--- src/rtl/data_memory_arbiter_pkg.sv ---
`default_nettype none
// ============================================================================
// Module      : data_memory_arbiter_pkg
// Description : Shared constants for the data-memory arbiter slice.
// Revision    : 1.0 - initial release
// ============================================================================
package data_memory_arbiter_pkg;

    localparam int NUM_PORTS = 2;

    localparam logic [0:0] PORT_LSU = 1'b0;
    localparam logic [0:0] PORT_DBG = 1'b1;

    localparam logic [0:0] ST_IDLE    = 1'b0;
    localparam logic [0:0] ST_RD_WAIT = 1'b1;

endpackage
`default_nettype wire

--- src/rtl/data_memory_arbiter_rr_arbiter_2.sv ---
`default_nettype none
// ============================================================================
// Module      : rr_arbiter_2
// Description : Combinational two-way round-robin grant.
// Revision    : 1.0 - initial release
// ============================================================================
module rr_arbiter_2
    import data_memory_arbiter_pkg::*;
(
    input  logic [1:0] req_valid,
    input  logic       last_grant,
    output logic       grant_valid,
    output logic       grant_idx
);

    always_comb begin
        grant_valid = |req_valid;
        grant_idx   = PORT_LSU;
        // On a tie the port that did not win last time takes the grant.
        if (req_valid[PORT_LSU] && req_valid[PORT_DBG]) begin
            grant_idx = (last_grant == PORT_LSU) ? PORT_DBG : PORT_LSU;
        end else if (req_valid[PORT_DBG]) begin
            grant_idx = PORT_DBG;
        end
    end

endmodule
`default_nettype wire

--- src/rtl/data_memory_arbiter.sv ---
`default_nettype none
// ============================================================================
// Module      : data_memory_arbiter
// Description : Shares the data-memory port between the LSU and debug loader.
// Revision    : 1.0 - initial release
// ============================================================================
module data_memory_arbiter
    import data_memory_arbiter_pkg::*;
#(
    parameter int ADDR_WIDTH = 12,
    parameter int DATA_WIDTH = 32,
    parameter int RD_LATENCY = 2
) (
    input  logic                              clock,
    input  logic                              reset,
    input  logic [NUM_PORTS-1:0]              req_valid,
    output logic [NUM_PORTS-1:0]              req_ready,
    input  logic [NUM_PORTS-1:0]              req_wren,
    input  logic [NUM_PORTS*ADDR_WIDTH-1:0]   req_address,
    input  logic [NUM_PORTS*DATA_WIDTH/8-1:0] req_byteena,
    input  logic [NUM_PORTS*DATA_WIDTH-1:0]   req_data,
    output logic [NUM_PORTS-1:0]              rsp_valid,
    output logic [DATA_WIDTH-1:0]             rsp_data,
    output logic [ADDR_WIDTH-1:0]             mem_address,
    output logic [DATA_WIDTH/8-1:0]           mem_byteena,
    output logic [DATA_WIDTH-1:0]             mem_data,
    output logic                              mem_wren,
    input  logic [DATA_WIDTH-1:0]             mem_q
);

    localparam int BE_WIDTH = DATA_WIDTH / 8;
    localparam int CNT_W    = 3;

    logic [ADDR_WIDTH-1:0] port_addr [NUM_PORTS];
    logic [BE_WIDTH-1:0]   port_be   [NUM_PORTS];
    logic [DATA_WIDTH-1:0] port_data [NUM_PORTS];

    for (genvar p = 0; p < NUM_PORTS; p++) begin : g_unpack
        assign port_addr[p] = req_address[p*ADDR_WIDTH +: ADDR_WIDTH];
        assign port_be[p]   = req_byteena[p*BE_WIDTH +: BE_WIDTH];
        assign port_data[p] = req_data[p*DATA_WIDTH +: DATA_WIDTH];
    end

    logic [0:0]            state;
    logic                  last_grant;
    logic [ADDR_WIDTH-1:0] hold_addr;
    logic [BE_WIDTH-1:0]   hold_be;
    logic                  hold_owner;
    logic [CNT_W-1:0]      wait_cnt;
    logic                  grant_valid;
    logic                  grant_idx;

    rr_arbiter_2 u_rr_arbiter_2 (
        .req_valid   (req_valid),
        .last_grant  (last_grant),
        .grant_valid (grant_valid),
        .grant_idx   (grant_idx)
    );

    always_comb begin
        req_ready   = '0;
        mem_address = '0;
        mem_byteena = '0;
        mem_data    = '0;
        mem_wren    = 1'b0;
        if (state == ST_IDLE) begin
            if (grant_valid) begin
                req_ready[grant_idx] = 1'b1;
                mem_address          = port_addr[grant_idx];
                mem_byteena          = port_be[grant_idx];
                mem_data             = port_data[grant_idx];
                mem_wren             = req_wren[grant_idx];
            end
        end else begin
            // RAM and IO read paths differ in depth, so the address stays put.
            mem_address = hold_addr;
            mem_byteena = hold_be;
        end
        if (!reset) begin
            req_ready = '0;
            mem_wren  = 1'b0;
        end
    end

    always_ff @(posedge clock or negedge reset) begin
        if (!reset) begin
            state      <= ST_IDLE;
            last_grant <= 1'b1;
            hold_addr  <= '0;
            hold_be    <= '0;
            hold_owner <= 1'b0;
            wait_cnt   <= '0;
            rsp_valid  <= '0;
            rsp_data   <= '0;
        end else begin
            rsp_valid <= '0;
            case (state)
                ST_IDLE: begin
                    if (grant_valid) begin
                        last_grant <= grant_idx;
                        if (!req_wren[grant_idx]) begin
                            hold_addr  <= port_addr[grant_idx];
                            hold_be    <= port_be[grant_idx];
                            hold_owner <= grant_idx;
                            wait_cnt   <= CNT_W'(RD_LATENCY - 1);
                            state      <= ST_RD_WAIT;
                        end
                    end
                end
                ST_RD_WAIT: begin
                    if (wait_cnt == '0) begin
                        rsp_data              <= mem_q;
                        rsp_valid[hold_owner] <= 1'b1;
                        state                 <= ST_IDLE;
                    end else begin
                        wait_cnt <= wait_cnt - 1'b1;
                    end
                end
                default: state <= ST_IDLE;
            endcase
        end
    end

endmodule
`default_nettype wire
--- config.mk ---
export PLATFORM = sky130hd
export DESIGN_NAME = data_memory_arbiter
export DESIGN_NICKNAME = d
export VERILOG_FILES = /design/src/rtl/data_memory_arbiter_pkg.sv /design/src/rtl/data_memory_arbiter_rr_arbiter_2.sv /design/src/rtl/data_memory_arbiter.sv
export SDC_FILE = /design/constraint.sdc
export NUM_CORES = 1
export LEC_CHECK = 0
export CORE_MARGIN = 2
export CORE_UTILIZATION = 32
export DETAILED_ROUTE_END_ITERATION = 8
export GPL_TIMING_DRIVEN = 0
export PLACE_DENSITY = 0.89
export SYNTH_ARGS = -nofsm -noshare
export SYNTH_HDL_FRONTEND = slang
export SYNTH_SLANG_ARGS = --single-unit
--- constraint.sdc ---
create_clock -name clock -period 1.8 [get_ports clock]
set_clock_uncertainty 0.2 [all_clocks]
set_input_delay 0.36 -clock clock [delete_from_list [all_inputs] [get_ports clock]]
set_output_delay 0.36 -clock clock [all_outputs]
set_load 0.02 [all_outputs]
==> metrics.yaml <==
run_status:
  outcome: "complete, but fails checks"
  failed_checks: "negative setup slack"
sta:
  max_slew_margin_pct: 75.1
  layout_setup_ws_ns: -0.606
  grt_setup_unrepaired: "true"
  setup-violations-final: 71
  clock.fmax_ghz: 0.416
  period_needed_ns: 2.41
  slew_violations: 0
  timing_hold_violations_final: 0
  final.period_utilization_pct: 134
  worst_pin_slew_ns: 0.374
  hold-worst-slack_ns: 0.148
logic_synthesis:
  avgSynthCellArea_um2: 9.88
  seq_area_frac_synth_pct: 46.4
  synth_area_mm2: 0.00302
  syn_nets: 442
  mapped_cells: 306
  synth_edf_count: 0
  flops_latches_synth: 56
  synth.lib_cells_used.distinct: 26
  yosys_warnings: 0
  synthFlopType: "dfrtp_1"
  asyncSetResetFlopFracSynth_pct: 100
clocking:
  clk_pin_slew_worst_paths_ns: 0.10
  cts_made_buffers: 5
  sink_count_of_the_clock_tree: 56
  clk_path_buf_depth: 2
  clkLatencyLatePin_ns: 0.30
  root_buffer: "clkbuf_8"
  maximum_level_of_the_cts_h_tree: 2
  cts_tree: "built"
setup_path:
  critical_path.most_common_cell: "buf_6"
  critical_path_slowest_stage_cell: "dfstp_2"
  ff2ff_setup_slack_ns: -0.46
  worstReg2RegEnd: "hold_addr[2]"
  critical_path_cell_list: "a21bo_1 -> buf_6 -> buf_12 -> buf_16 -> mux2i_4 -> o22ai_2 -> buf_6"
  crit_fanout: 7
  cp.arrival_ns: 1.85
  worst_path_dominant_cell_family: "flip-flops"
  max_stage_delay_ns: 0.56
  critical_path_type: "flip-flop to output pin"
  reg2reg_depth: 12
  worstSetupEndpointType: "output pin"
  cp_data_required_time_ns: 1.24
  critical_path.n_buffers_inverters: 4
  start_kind: "flip-flop"
  reg2reg_from: "last_grant"
place:
  placedInstanceArea_mm2: 0.00576
  place_ws_ns: -1.22
  dp.final_hpwl_um: 8120
  portBuffers: 218
  gp_congestion: 0.764
run:
  maxCapViolCount: 0
route:
  wl_per_cell_um: 17.6
  drtPass1Iterations: 4
  antenna_violating_nets_post_route: 0
  drc_violations_left: 0
  drt-vias-per-instance: 4.93
  drt-initial-drc-count: 54
  routed_wl_um: 12200
  dr_total_vias: 3405
global_routing:
  grt.met3_usage_pct: 4.28
  grt_antenna_before_repair: 0
  grt_max_degree: 31
  gr-usage-all-layers_pct: 21.9
  globalRouteMet1Util_pct: 23.4
  vias_in_the_first_global_route: 3619
  grt_most_used_layer: "met2"
  grt_overflow_total: 0
  grt_first_pass_wirelength_um: 17700
  grtUsageMet2_pct: 43.5
cells_and_area:
  post-route-cell-area_mm2: 0.00675
  diodes: 0
  top_library_cells_by_usage_in_the_layout_fill_and_taps_aside: "clkdlybuf4s50_1, buf_6, nand2_1"
  end_of_flow_core_utilization_pct: 73.3
  area_growth_pct: 123
  nets: 715
  drive_gt1_share_pct: 44.1
  fillCellCount: 604
  most_common_cell_after_layout_fill_and_taps_aside: "clkdlybuf4s50_1"
min_path:
  hold_class: "input pin to async pin"
floorplan:
  core_region_area_mm2: 0.00920
  die-area_mm2: 0.0102
  num_io_pins: 219
  die_h_um: 101
  starting_density_pct: 32.9
  rows: 35
  die_w_um: 101
power_and_ir_drop:
  pwr_density_cell_mw_per_mm2: 1370
  power.static_leakage_nw: 2.91
  power.ir.vdd_worst_mv: 0.752
-- cells by family after synthesis --
kind of cell	share of synthesized area, %
muxes	22.5
adders and majority gates	0.827
and+or+nand+nor	10.6
AOI/OAI and AO/OA	12.5
DFF	46.4
buffers and inverters	7.16
-- per-layer routing --
layer / wire length [µm] / vias to the layer above
met5: 0 / -
met4: 271 / 0
met3: 697 / 26
met2: 6860 / 140
met1: 4330 / 1655
li1: - / 1584
-- state kept, by name (all words and copies together), names as in the netlist --
name,cells
last_grant,1
wait_cnt,3
rsp_valid,2
state,1
hold_owner,1
hold_be,4
rsp_data,32
hold_addr,12
-- cells in the mapped netlist, types with 2 or more instances --
library cell	count	area share, %
nand2_1	71	8.8
dfrtp_1	55	46
a21oi_1	34	5.6
mux2_2	32	12
mux2i_1	32	11
inv_1	20	2.5
o22ai_1	18	3.7
buf_2	11	1.8
buf_6	6	2.2
clkbuf_1	4	0.50
nand2b_1	3	0.62
nor2_1	3	0.37
and3_1	2	0.41
ha_1	2	0.83
o21ai_0	2	0.33
-- what timing repair did --
action	in CTS	in global routing
endpoints found under the hold margin	26	0
setup buffers	19	18
gates resized for setup	375	77
cloned	3	4
setup endpoints to repair	115	100
pin swaps	7	7
hold buffers	4	0
-- how the worst max path moves through the flow --
stage | start | end | cells after the start | slack (ns)
6_report | last_grant | mem_address[2] | 7 | -0.61
5_1_grt | last_grant | mem_data[30] | 8 | -0.67
4_1_cts | last_grant | mem_address[8] | 7 | -0.61
3_5_place_dp | req_valid[1] | mem_data[13] | 6 | -1.22
3_3_place_gp | reset | mem_wren | 4 | -2.71
2_1_floorplan | last_grant | mem_address[7] | 5 | -0.09
-- layout make-up --
type                            instances  area [µm²]  share of cell area [%]
Tap cell                              111         139                    2.06
Inverter                               21        80.1                    1.19
Clock inverter                          2        13.8                   0.204
Sequential cell                        56        1400                    20.8
Timing Repair Buffer                  266        2690                    39.9
Multi-Input combinational cell        208        2110                    31.3
Buffer                                 21         238                    3.52
Clock buffer                            6        72.6                    1.08
-- stage by stage --
stage / total power (W) / setup TNS [ns] / cells
2_1_floorplan: 0.00547 / -1.42 / 306
3_3_place_gp: 0.00769 / -163.03 / 635
3_5_place_dp: 0.00786 / -68.12 / 636
4_1_cts: 0.00882 / -27.34 / 670
5_1_grt: 0.00979 / -36.86 / 691
6_report: 0.00927 / -31.72 / 691
-- power by group --
| part | internal, W | switching (W) | total (W) |
|---|---|---|---|
| Combinational | 0.00317 | 0.00324 | 0.00641 |
| Sequential | 0.00190 | 0.000264 | 0.00217 |
| Clock | 0.000279 | 0.000415 | 0.000694 |
-- worst register-to-register path, delay by kind of cell (launching register included) --
| family | cells | cell delay, ns |
|---|---|---|
| compound gates | 1 | 0.19 |
| mux | 2 | 0.33 |
| buf+inv | 9 | 1.07 |
| flops | 1 | 0.39 |
Note: power is estimated with default switching activity, not from simulation.
